<file path="src/rtl/reg_dump_reader.sv">
// reg_dump_reader
//   Walks a register file read port from FIRST_REG to LAST_REG and streams
//   each word out over a valid/ready interface. Each word costs one READ
//   cycle, which captures the read port, and at least one SEND cycle, which
//   waits for the handshake.
//
//   Optional feature: define REG_DUMP_CHECKSUM_EN to append one extra word
//   after LAST_REG. That word carries the XOR of all dumped words, has
//   out_index=5'h1F and is the only word with out_last set.
//
// Parameters
//   FIRST_REG  first register index dumped (0..31)
//   LAST_REG   last register index dumped (FIRST_REG..31)
// Ports
//   clk        rising-edge clock
//   clrn       asynchronous active-low reset
//   start      dump request, sampled in IDLE only
//   abort      cancel the dump in progress
//   rd_data    register file read data, combinational from rd_addr
//   out_ready  consumer accepts the current word
//   rd_addr    register file read address
//   out_valid  out_data/out_index/out_last valid
//   out_data   dumped word
//   out_index  register index of out_data
//   out_last   final word of the dump
//   busy       dump in progress
//   done       one-cycle pulse at normal completion
module reg_dump_reader #(
  parameter int unsigned FIRST_REG = 0,
  parameter int unsigned LAST_REG  = 31
) (
  input  logic        clk,
  input  logic        clrn,
  input  logic        start,
  input  logic        abort,
  input  logic [31:0] rd_data,
  input  logic        out_ready,
  output logic [4:0]  rd_addr,
  output logic        out_valid,
  output logic [31:0] out_data,
  output logic [4:0]  out_index,
  output logic        out_last,
  output logic        busy,
  output logic        done
);

  localparam logic [4:0] FIRST_A = 5'(FIRST_REG);
  localparam logic [4:0] LAST_A  = 5'(LAST_REG);

  typedef enum logic [1:0] {IDLE, READ, SEND, DONE} state_t;

  state_t      state, state_d;
  logic [4:0]  rd_addr_d;
  logic        out_valid_d;
  logic [31:0] out_data_d;
  logic [4:0]  out_index_d;
  logic        out_last_d;

`ifdef REG_DUMP_CHECKSUM_EN
  logic [31:0] csum, csum_d;
  // Set once the LAST_REG word has been accepted; the next READ then emits
  // the checksum word instead of sampling the read port.
  logic        csum_phase, csum_phase_d;
`endif

  always_comb begin
    state_d     = state;
    rd_addr_d   = rd_addr;
    out_valid_d = out_valid;
    out_data_d  = out_data;
    out_index_d = out_index;
    out_last_d  = out_last;
`ifdef REG_DUMP_CHECKSUM_EN
    csum_d       = csum;
    csum_phase_d = csum_phase;
`endif
    case (state)
      IDLE: begin
        if (start) begin
          state_d   = READ;
          rd_addr_d = FIRST_A;
`ifdef REG_DUMP_CHECKSUM_EN
          csum_d       = '0;
          csum_phase_d = 1'b0;
`endif
        end
      end
      READ: begin
        if (abort) begin
          state_d     = IDLE;
          out_valid_d = 1'b0;
`ifdef REG_DUMP_CHECKSUM_EN
          csum_d = '0;
`endif
        end else begin
          state_d     = SEND;
          out_valid_d = 1'b1;
`ifdef REG_DUMP_CHECKSUM_EN
          if (csum_phase) begin
            out_data_d  = csum;
            out_index_d = 5'h1F;
            out_last_d  = 1'b1;
          end else begin
            out_data_d  = rd_data;
            out_index_d = rd_addr;
            out_last_d  = 1'b0;
            csum_d      = csum ^ rd_data;
          end
`else
          out_data_d  = rd_data;
          out_index_d = rd_addr;
          out_last_d  = (rd_addr == LAST_A);
`endif
        end
      end
      SEND: begin
        if (abort) begin
          state_d     = IDLE;
          out_valid_d = 1'b0;
`ifdef REG_DUMP_CHECKSUM_EN
          csum_d = '0;
`endif
        end else if (out_valid && out_ready) begin
          out_valid_d = 1'b0;
`ifdef REG_DUMP_CHECKSUM_EN
          if (csum_phase) begin
            state_d = DONE;
          end else if (rd_addr == LAST_A) begin
            state_d      = READ;
            csum_phase_d = 1'b1;
          end else begin
            state_d   = READ;
            rd_addr_d = rd_addr + 5'd1;
          end
`else
          if (rd_addr == LAST_A) begin
            state_d = DONE;
          end else begin
            state_d   = READ;
            rd_addr_d = rd_addr + 5'd1;
          end
`endif
        end
      end
      DONE: begin
        state_d = IDLE;
      end
      default: begin
        state_d     = IDLE;
        out_valid_d = 1'b0;
      end
    endcase
  end

  always_ff @(posedge clk or negedge clrn) begin
    if (!clrn) begin
      state     <= IDLE;
      rd_addr   <= '0;
      out_valid <= 1'b0;
      out_data  <= '0;
      out_index <= '0;
      out_last  <= 1'b0;
`ifdef REG_DUMP_CHECKSUM_EN
      csum       <= '0;
      csum_phase <= 1'b0;
`endif
    end else begin
      state     <= state_d;
      rd_addr   <= rd_addr_d;
      out_valid <= out_valid_d;
      out_data  <= out_data_d;
      out_index <= out_index_d;
      out_last  <= out_last_d;
`ifdef REG_DUMP_CHECKSUM_EN
      csum       <= csum_d;
      csum_phase <= csum_phase_d;
`endif
    end
  end

  assign busy = (state != IDLE);
  assign done = (state == DONE);

endmodule
</file>
<file path="config.mk">
export PLATFORM = sky130hd
export DESIGN_NAME = reg_dump_reader
export DESIGN_NICKNAME = d
export VERILOG_FILES = /design/src/rtl/reg_dump_reader.sv
export SDC_FILE = /design/constraint.sdc
export NUM_CORES = 1
export LEC_CHECK = 0
export CORE_MARGIN = 2
export CORE_UTILIZATION = 46
export CTS_CLUSTER_SIZE = 20
export DETAILED_ROUTE_END_ITERATION = 16
export PLACE_DENSITY_LB_ADDON = 0.25
export SKIP_LAST_GASP = 1
export SLEW_MARGIN = 20
export SYNTH_ARGS = -nofsm -noshare
export SYNTH_HDL_FRONTEND = slang
export SYNTH_SLANG_ARGS = --single-unit
</file>
<file path="constraint.sdc">
create_clock -name clk -period 4.8 [get_ports clk]
set_input_delay 1.44 -clock clk [delete_from_list [all_inputs] [get_ports clk]]
set_output_delay 1.44 -clock clk [all_outputs]
set_load 0.1 [all_outputs]
</file>
==> reports/metrics.yaml <==
timing:
  final_max_slew_viol_count: 0
  setup_viol: 0
  fmax_ghz: 0.279
  fin_ws_ns: 1.22
  hold_violations: 0
  worst_pin_slew_ns: 1.01
  hold_ws_ns: 0.510
  setup_tns_ns: 0
  rsz0062_at_grt: "no"
  slew-limit-headroom_pct: 32.2
  timing.final.crit_share_pct: 74.6
  period_needed_ns: 3.58
  fin_skew_ns: 0.00729
finish:
  final_common_cell: "clkdlybuf4s50_1"
  antenna_cells: 0
  syn_to_final_growth_pct: 45.3
  final_nets: 251
  drive_gt1_share_pct: 23.9
  final_cell_mix: "81 x clkdlybuf4s50_1, 46 x dfrtp_1, 20 x mux2_4"
die:
  rows: 24
  core_area_sq_um: 4260
  die_w_um: 70.0
  start_util_pct: 47.0
  die_height_um: 70.0
  dieArea_sq_um: 4900
  ios: 83
drt:
  post-route-drc-count: 0
  ant_nets: 0
  routed_wl_um: 4180
  drtPass1Iterations: 4
  drt-initial-drc-count: 62
  vias: 1327
  viasPerCell: 5.01
  wire_per_inst_um: 15.8
clock_network:
  htreeDepth: 2
  cts_root_buffer: "clkbuf_8"
  hold_buffers: 0
  clkLatencyLatePin_ns: 0.29
  clock_path_buffers: 2
  clkSinkCount: 46
  cts_resized: 0
  tritoncts: "built"
  cts_buffers: 5
  post-cts-setup-buffer-count: 0
  clkTransAtPathRegs_ns: 0.08
worst_setup_path:
  rrSetupSlack_ns: 2.78
  crit_path_max_fanout: 8
  end_kind: "output pin"
  critPathLaunchType: "flop"
  crit_type: "flop to output pin"
  cp_data_required_time_ns: 3.36
  crit_arrival_ns: 2.14
logic_synthesis:
  syn-cell-area_sq_um: 2000
  synth_area_leaders: "dfrtp_1 57%, mux2_4 15%, mux2_2 10%"
  synth-warning-count: 0
  yosys.area.top_type_share_pct: 57.4
  synth_seq_area_share_pct: 57.4
  synthesis.nets: 166
  yosys_register_bits: 46
  netlist_instances: 127
  ys_types: 25
  synth_area_per_cell_sq_um: 15.8
  yosys.area.top_type: "dfrtp_1"
placement:
  place_congestion: 0.774
  place_ws_ns: 1.53
  io_buffers: 82
  dp_hpwl_um: 3070
global_routing:
  grt_pass1_wl_um: 6710
  antenna_found_initial: 0
  grt_pass1_vias: 1381
  grt.overflow.total: 0
  grt_max_degree: 47
  track_usage_pct: 17.8
flow_run:
  drv_cap: 0
run_status:
  status: "complete, no violations"
min_path:
  hold_path.class: "flop to flop"
## Yosys cell counts
| cell | number |
|---|---|
| a21oi_1 | 4 |
| a221oi_4 | 1 |
| a31oi_1 | 4 |
| and2_1 | 1 |
| and2b_1 | 1 |
| and3_1 | 2 |
| and3b_1 | 1 |
| buf_12 | 3 |
| buf_4 | 2 |
| dfrtp_1 | 46 |
| ha_1 | 2 |
| inv_1 | 3 |
| mux2_2 | 18 |
| mux2_4 | 20 |
| mux2i_1 | 3 |
| nand2_1 | 4 |
| nand2b_1 | 4 |
| nand2b_2 | 1 |
| nand3b_1 | 1 |
| nor2_4 | 1 |
| nor3b_1 | 1 |
| o21ai_0 | 1 |
| o21bai_1 | 1 |
| o2bb2ai_1 | 1 |
| or2_2 | 1 |
## per-layer routing
layer | vias to the layer above | GRT usage (%) | wire, um
met5 | - | 0 | 0
met1 | 646 | 21.0 | 1690
li1 | 619 | - | -
met3 | 4 | 7.07 | 321
met2 | 58 | 30.2 | 2130
met4 | 0 | 4.70 | 38
## kinds of logic after synthesis
family	after synthesis	share of synthesized area, %
AOI/OAI and AO/OA	12	4.62
adders and majority gates	2	1.25
buffers and inverters	8	4.31
DFF	46	57.4
muxes	41	26.6
and+or+nand+nor	18	5.81
## sequential cells by signal, summed over array words and instances (netlist names)
| signal | count |
|---|---|
| out_data | 32 |
| out_index | 5 |
| rd_addr | 5 |
| state | 2 |
| out_last | 1 |
| out_valid | 1 |
## critical path: stages, from the launching register on
cell	delay, ns
dfrtp_1	0.53
and2_1	0.19
clkdlybuf4s50_1	1.14
## cell type report
type	count	area, sq um
repair buffers	83	826
clock inverters	1	5.00
flip-flops and latches	46	1150
fillers	289	1350
multi-input cells	73	767
inverters	3	11.3
well taps	52	65.1
clock buffers	7	86.3
## worst paths after layout
| check | to | startpoint | cells past startpoint |
|---|---|---|---|
| min in group asynchronous | out_index[0] | clrn | 1 |
| worst max register to register | rd_addr[4] | rd_addr[0] | 6 |
| worst min-delay path | out_data[5] | out_data[5] | 1 |
| worst max-delay path | done | state[0] | 2 |
| worst min register to register | out_data[5] | out_data[5] | 1 |
| max in group asynchronous | out_data[19] | clrn | 1 |
## metrics by stage
step	area [sq um]	utilization, %	cells
6_report	2910	68.3	265
5_1_grt	2910	68.3	265
4_1_cts	2910	68.2	265
3_5_place_dp	2820	66.1	257
3_3_place_gp	2820	66.1	257
2_1_floorplan	2000	-	127
Power is left out: the tool's default activity adds up to more than one toggle a clock period on the data nets, which glitch-free logic cannot reach.
